File: config.mk
export PLATFORM = sky130hd
export DESIGN_NAME = mem_c_deskew
export DESIGN_NICKNAME = d
export VERILOG_FILES = /design/src/rtl/systolic_pkg.sv /design/src/rtl/deskew_lane.sv /design/src/rtl/mem_c_deskew.sv
export SDC_FILE = /design/constraint.sdc
export NUM_CORES = 1
export LEC_CHECK = 0
export BUFFER_PORTS_ARGS = -buffer_cell sky130_fd_sc_hd__buf_2
export CAP_MARGIN = 20
export CORE_MARGIN = 5
export CORE_UTILIZATION = 50
export CTS_CLUSTER_SIZE = 20
export DETAILED_ROUTE_END_ITERATION = 10
export PLACE_DENSITY = 0.71
export SETUP_SLACK_MARGIN = 0.2
export SYNTH_ARGS = -nofsm -noshare
export SYNTH_HDL_FRONTEND = slang
export SYNTH_SLANG_ARGS = --single-unit
export TNS_END_PERCENT = 50
File: constraint.sdc
create_clock -name clk -period 2 [get_ports clk]
set_clock_uncertainty 0.2 [all_clocks]
set_input_delay 0.4 -clock clk [delete_from_list [all_inputs] [get_ports clk]]
set_output_delay 0.4 -clock clk [all_outputs]
set_load 0.01 [all_outputs]
File: src/rtl/systolic_pkg.sv
// Shared definitions for the systolic array edge memories.
// Holds the default geometry, the result lane type and the deskew FSM states.
package systolic_pkg;

  localparam int BITS_AB = 8;
  localparam int DIM     = 8;
  localparam int BITS_C  = 2 * BITS_AB + 8;

  typedef logic signed [BITS_C-1:0] lane_t;

  typedef enum logic [1:0] {
    IDLE,
    FILL,
    EMIT
  } deskew_state_t;

endpackage

File: src/rtl/deskew_lane.sv
// One result lane delay line: DEPTH registers that advance only on enable.
// With DEPTH=0 the lane is a plain wire to the output stage.
module deskew_lane #(
  parameter int W     = 24,
  parameter int DEPTH = 1
) (
  input  logic                clk,
  input  logic                rst_n,
  input  logic                i_en,
  input  logic                i_clr,
  input  logic signed [W-1:0] i_din,
  output logic signed [W-1:0] o_dout
);

  generate
    if (DEPTH == 0) begin : g_wire
      logic w_unused;
      assign w_unused = &{1'b0, clk, rst_n, i_en, i_clr};
      assign o_dout   = i_din;
    end else begin : g_chain
      logic signed [W-1:0] r_sr [DEPTH];

      // Clear wipes partial rows so an aborted transaction leaves nothing behind.
      always_ff @(posedge clk or negedge rst_n) begin
        if (!rst_n) begin
          for (int k = 0; k < DEPTH; k++) r_sr[k] <= '0;
        end else if (i_clr) begin
          for (int k = 0; k < DEPTH; k++) r_sr[k] <= '0;
        end else if (i_en) begin
          r_sr[0] <= i_din;
          for (int k = 1; k < DEPTH; k++) r_sr[k] <= r_sr[k-1];
        end
      end

      assign o_dout = r_sr[DEPTH-1];
    end
  endgenerate

endmodule

File: src/rtl/mem_c_deskew.sv
// Re-aligns the diagonally skewed result lanes of the systolic array into whole
// rows of C, emitting one registered row per enabled cycle with its row index.
module mem_c_deskew
  import systolic_pkg::*;
#(
  parameter int BITS_AB = systolic_pkg::BITS_AB,
  parameter int DIM     = systolic_pkg::DIM,
  parameter int BITS_C  = 2 * BITS_AB + 8
) (
  input  logic                     clk,
  input  logic                     rst_n,
  input  logic                     en,
  input  logic                     clr,
  input  logic signed [BITS_C-1:0] Cin    [DIM],
  output logic signed [BITS_C-1:0] Cout   [DIM],
  output logic [$clog2(DIM)-1:0]   Crow,
  output logic                     Cvalid,
  output logic                     done
);

  localparam int CNT_W = $clog2(2 * DIM - 1);
  localparam int ROW_W = $clog2(DIM);

  localparam logic [CNT_W-1:0] CNT_FIRST_ROW = CNT_W'(DIM - 1);
  localparam logic [CNT_W-1:0] CNT_LAST_ROW  = CNT_W'(2 * DIM - 2);

  deskew_state_t             r_state;
  logic [CNT_W-1:0]          r_cnt;
  logic signed [BITS_C-1:0]  r_cout [DIM];
  logic [ROW_W-1:0]          r_crow;
  logic                      r_cvalid;
  logic                      r_done;

  logic signed [BITS_C-1:0]  w_tap [DIM];
  logic                      w_emit;
  logic [ROW_W-1:0]          w_row;

  // Lane i is presented i cycles late, so it needs DIM-1-i cycles of extra delay.
  generate
    for (genvar gi = 0; gi < DIM; gi++) begin : g_lane
      deskew_lane #(
        .W    (BITS_C),
        .DEPTH(DIM - 1 - gi)
      ) u_lane (
        .clk   (clk),
        .rst_n (rst_n),
        .i_en  (en),
        .i_clr (clr),
        .i_din (Cin[gi]),
        .o_dout(w_tap[gi])
      );
    end
  endgenerate

  assign w_emit = en && ((r_state == FILL && r_cnt == CNT_FIRST_ROW) || r_state == EMIT);
  assign w_row  = ROW_W'(r_cnt - CNT_FIRST_ROW);

  always_ff @(posedge clk or negedge rst_n) begin
    if (!rst_n) begin
      r_state  <= IDLE;
      r_cnt    <= '0;
      r_cvalid <= 1'b0;
      r_done   <= 1'b0;
    end else if (clr) begin
      r_state  <= IDLE;
      r_cnt    <= '0;
      r_cvalid <= 1'b0;
      r_done   <= 1'b0;
    end else begin
      r_cvalid <= w_emit;
      r_done   <= 1'b0;
      if (en) begin
        case (r_state)
          IDLE: begin
            r_cnt   <= CNT_W'(1);
            r_state <= FILL;
          end
          FILL: begin
            r_cnt <= r_cnt + CNT_W'(1);
            if (r_cnt == CNT_FIRST_ROW) r_state <= EMIT;
          end
          EMIT: begin
            if (r_cnt == CNT_LAST_ROW) begin
              r_cnt   <= '0;
              r_state <= IDLE;
              r_done  <= 1'b1;
            end else begin
              r_cnt <= r_cnt + CNT_W'(1);
            end
          end
          default: r_state <= IDLE;
        endcase
      end
    end
  end

  // Row data is not touched by clear: the host keeps the last emitted row.
  always_ff @(posedge clk or negedge rst_n) begin
    if (!rst_n) begin
      for (int k = 0; k < DIM; k++) r_cout[k] <= '0;
      r_crow <= '0;
    end else if (!clr && w_emit) begin
      for (int k = 0; k < DIM; k++) r_cout[k] <= w_tap[k];
      r_crow <= w_row;
    end
  end

  assign Cout   = r_cout;
  assign Crow   = r_crow;
  assign Cvalid = r_cvalid;
  assign done   = r_done;

endmodule

==> metrics.md <==
| Metric | Value |
|---|---|
| Status | finished, violations left |
| Failing checks | negative setup slack |
| Syn avg cell area | 13.37 um^2 |
| Via count | 21.76k |
| Synth-to-Final Area Change | 24.91% |
| CP max FO | 11 |
| IO Count | 393 |
| Final Hold Fails | 0 |
| GR Overflow Total | 0 |
| Latest clock arrival within the worst-skew pair | just over 0.6 ns |
| Worst setup path class | register to register |
| Worst setup SP type | register |
| Post-synth cell types | 31 |
| Final net count | 3454 |
| Fillers | 5138 |
| Sequential Power Share | about 49% |
| Element type at the critical path end | register |
| PD cells | around 850 nW/um^2 |
| Hpwl dp | about 50 mm |
| PortBufs | between 300 and 400 |
| Max rail drop VDD | 551.4 uV |
| Synth cell count leaders | 875 x dfrtp_1, 676 x nor2_1, 674 x mux2i_1 |
| Die width | 275.3 um |
| Async set-reset flop share out of synthesis | between 90% and 100% |
| RD Place Congestion | between 0.7 and 0.8 |
| Global Route Usage Sum | 20.33% |
| Synth area leader | dfrtp_1 |
| Top-count cell post-synth | dfrtp_1 |
| Switching power summed over all nets | 8340 uW |
| Largest net degree at the start of global routing | 199 |
| Placed Cells | 3891 |
| Post-synthesis net count | between 2k and 3k |
| Antenna Nets Post-Route | 0 |
| Cell Rows | 97 |
| Minimum clock period after layout | between 2 and 2.5 ns |
| CP arrival | around 2.3 ns |
| Core Footprint | about 70000 um^2 |
| Routed Wire Length | 79.34 mm |
| Seq/Total Area, Yosys | 62.23% |
| RSZ-0062 raised after global routing | true |
| Clock Sinks | 875 |
| Worst Setup Slack, final | -0.04986 ns |
| Post-Syn Area | 35190 um^2 |
| F_max | 487.8 MHz |
| Worst-Margin Slew | between 0.6 and 0.7 ns |
| Switching share of total power | 22.27% |
| P_leak | 0.02331 uW |
| DR pass1 iterations | 5 |
| H-tree depth | 3 |
| Initial Utilization | approximately half |
| Gate Count Post-Synth | roughly 2.6k |
| Top FF cell, synth | dfrtp_1 |
| Clock Root Buffer | clkbuf_16 |
| Worst hold margin | 0.1126 ns |
| Vias in the first global route | 23.20k |
| CTS tree | yes |
| Starting DRT DRC Count | 1286 |
| Vias/cell | between 5 and 6 |
| Met1 global-route usage | 27.05% |
| Max-Cap Viols | 0 |
| Logic pwr share | roughly 6.8% |
| Met2 GRT Util | 34.05% |
| Yosys warns | 0 |
| R2R Setup Slk | -0.05 ns |
| Fin cells | 4265 |
| Final Cycle Share | 102.5% |
| Die height | 275.3 um |
| Ratio of cells with drive above 1 in the final layout | 25.68% |
| Worst-path clk slew | 0.06 ns |
| Deepest clock path buffer count | 3 |
| Pins Over Slew Limit | 0 |
| Final setup vio count | 147 |
| #FFs+latches synth | 875 |
| # DRC | 0 |
| Die ar. | 75780 um^2 |
| M3 GR Usage | 3.973% |
| Max-slew headroom | between 50% and 60% |
| Number of synthesized flops with an enable pin | 0 |
| Req. time, crit path | 2.29 ns |
| Top cell type's share of synthesized area | 62.23% |
| Busiest grt layer | met2 |
| Initial antenna violation count | 2 |
| Clock power share | 44.3% |
| First-pass GRT wire length | 125.6 mm |
| Worst Hold Class | input pin to asynchronous set/reset pin |
| CTS Buf Count | 90 |
| Avg WL per Cell | 18.60 um |
| Internal power | 29110 uW |
| Area contributors post-synth | dfrtp_1 62%, mux2i_1 19%, mux2_4 7.2% |
-- power groups by stage --
stage | clock network (uW) | registers [uW] | logic [uW]
floorplan | 0 | 18600 | 1230
global placement | 0 | 18600 | 2120
detailed placement | 0 | 18600 | 2190
CTS | 17000 | 18300 | 2510
global route | 17800 | 18300 | 2800
finish | 16600 | 18300 | 2540
-- path summary, 6_finish.rpt --
path / from / end / cells after the start
setup / recovery: r_state[0] / Cout[30] / 7
hold / removal: rst_n / g_lane[4].u_lane.g_chain.r_sr[30] / 2
setup reg to reg: r_state[0] / Cout[30] / 7
hold reg to reg: g_lane[6].u_lane.o_dout[11] / Cout[35] / 1
max in group asynchronous: rst_n / Cvalid / 3
min in group clk: en / done / 5
-- placed cells by master, fill, tap and decap left out, types with 2 or more instances in the layout --
cell type and n:
dfrtp_1 875, buf_2 389, bufinv_16 6, a22o_1 2, clkbuf_1 25, nand3b_1 2, mux2_4 169, mux2_2 25
ha_1 2, mux2i_1 674, nor2_2 2, nand2_1 2, nor2_1 674, clkinv_8 2, clkbuf_16 97, diode_2 3
dlygate4sd3_1 194, buf_16 4, buf_6 12, nor2b_1 2, ha_4 2, clkinv_2 18, inv_1 4, buf_12 34
buf_8 3, ha_2 2, buf_4 61, clkbuf_8 15, nand2b_1 2
-- metal layers --
metal | vias to the layer above | routed length [um] | share of wire (%)
met5 | - | 13 | 0.016
met4 | 2 | 2124 | 2.7
met3 | 129 | 4084 | 5.1
met2 | 503 | 39010 | 49
met1 | 11000 | 34110 | 43
li1 | 10120 | - | -
-- sequential cells by signal (all words and copies together) (netlist names) --
| register | count |
|---|---|
| g_lane.u_lane.g_chain.r_sr | 504 |
| Cout | 192 |
| done | 1 |
| r_state | 2 |
| r_cnt | 4 |
| Cvalid | 1 |
| Crow | 3 |
| g_lane.u_lane.o_dout | 168 |
-- through the flow --
step | cell area (um^2) | TNS [ns] | setup slack (ns) | power [uW] | util (%)
2_1_floorplan | 35280 | -0.09246 | -0.001194 | 19780 | -
6_report | 43950 | -3.837 | -0.04986 | 37450 | 62.87
3_3_place_gp | 38700 | -8.234 | -0.09137 | 20710 | 55.36
5_1_grt | 43950 | -11.18 | -0.09408 | 38920 | 62.86
3_5_place_dp | 38700 | -9.373 | -0.1036 | 20800 | 55.36
4_1_cts | 43680 | -4.980 | -0.06005 | 37820 | 62.48
-- critical path, stage by stage (launching register included) --
cell and delay [ns]:
dfrtp_1 0.42, ha_4 0.18, and4b_1 0.19, o21ai_4 0.21
inv_8 0.10, buf_12 0.17, buf_12 0.15, mux2_4 0.29
-- layout make-up --
class	count	area (um^2)	area share, %
flip-flops and latches	875	21900	49.82
clock inverters	29	339.1	0.7715
well taps	940	1176	2.676
inverters	7	36.28	0.08256
repair buffers	701	5418	12.33
multi-input cells	1577	12450	28.33
clock buffers	133	2628	5.978
diodes	3	7.507	0.01708
-- kinds of logic (layout without fill, tap and decap cells) --
group	Yosys count	in the layout	synth area share, %
compound gates	9	9	0.2490
xor+xnor	2	2	0.04979
other cells	0	3	0
buf+inv	179	870	2.567
fa+ha+maj	6	6	0.2134
simple gates	692	692	7.507
mux	868	868	27.19
flops	875	875	62.23
-- what timing repair did --
action,CTS,global route
setup endpoints to repair,314,907
buffers inserted,4,6
hold buffers,194,0
resized for setup,11,24
endpoints found under the hold margin,616,0
pin swaps,0,9
cloned,0,5
(Power assumes the default switching activity.)
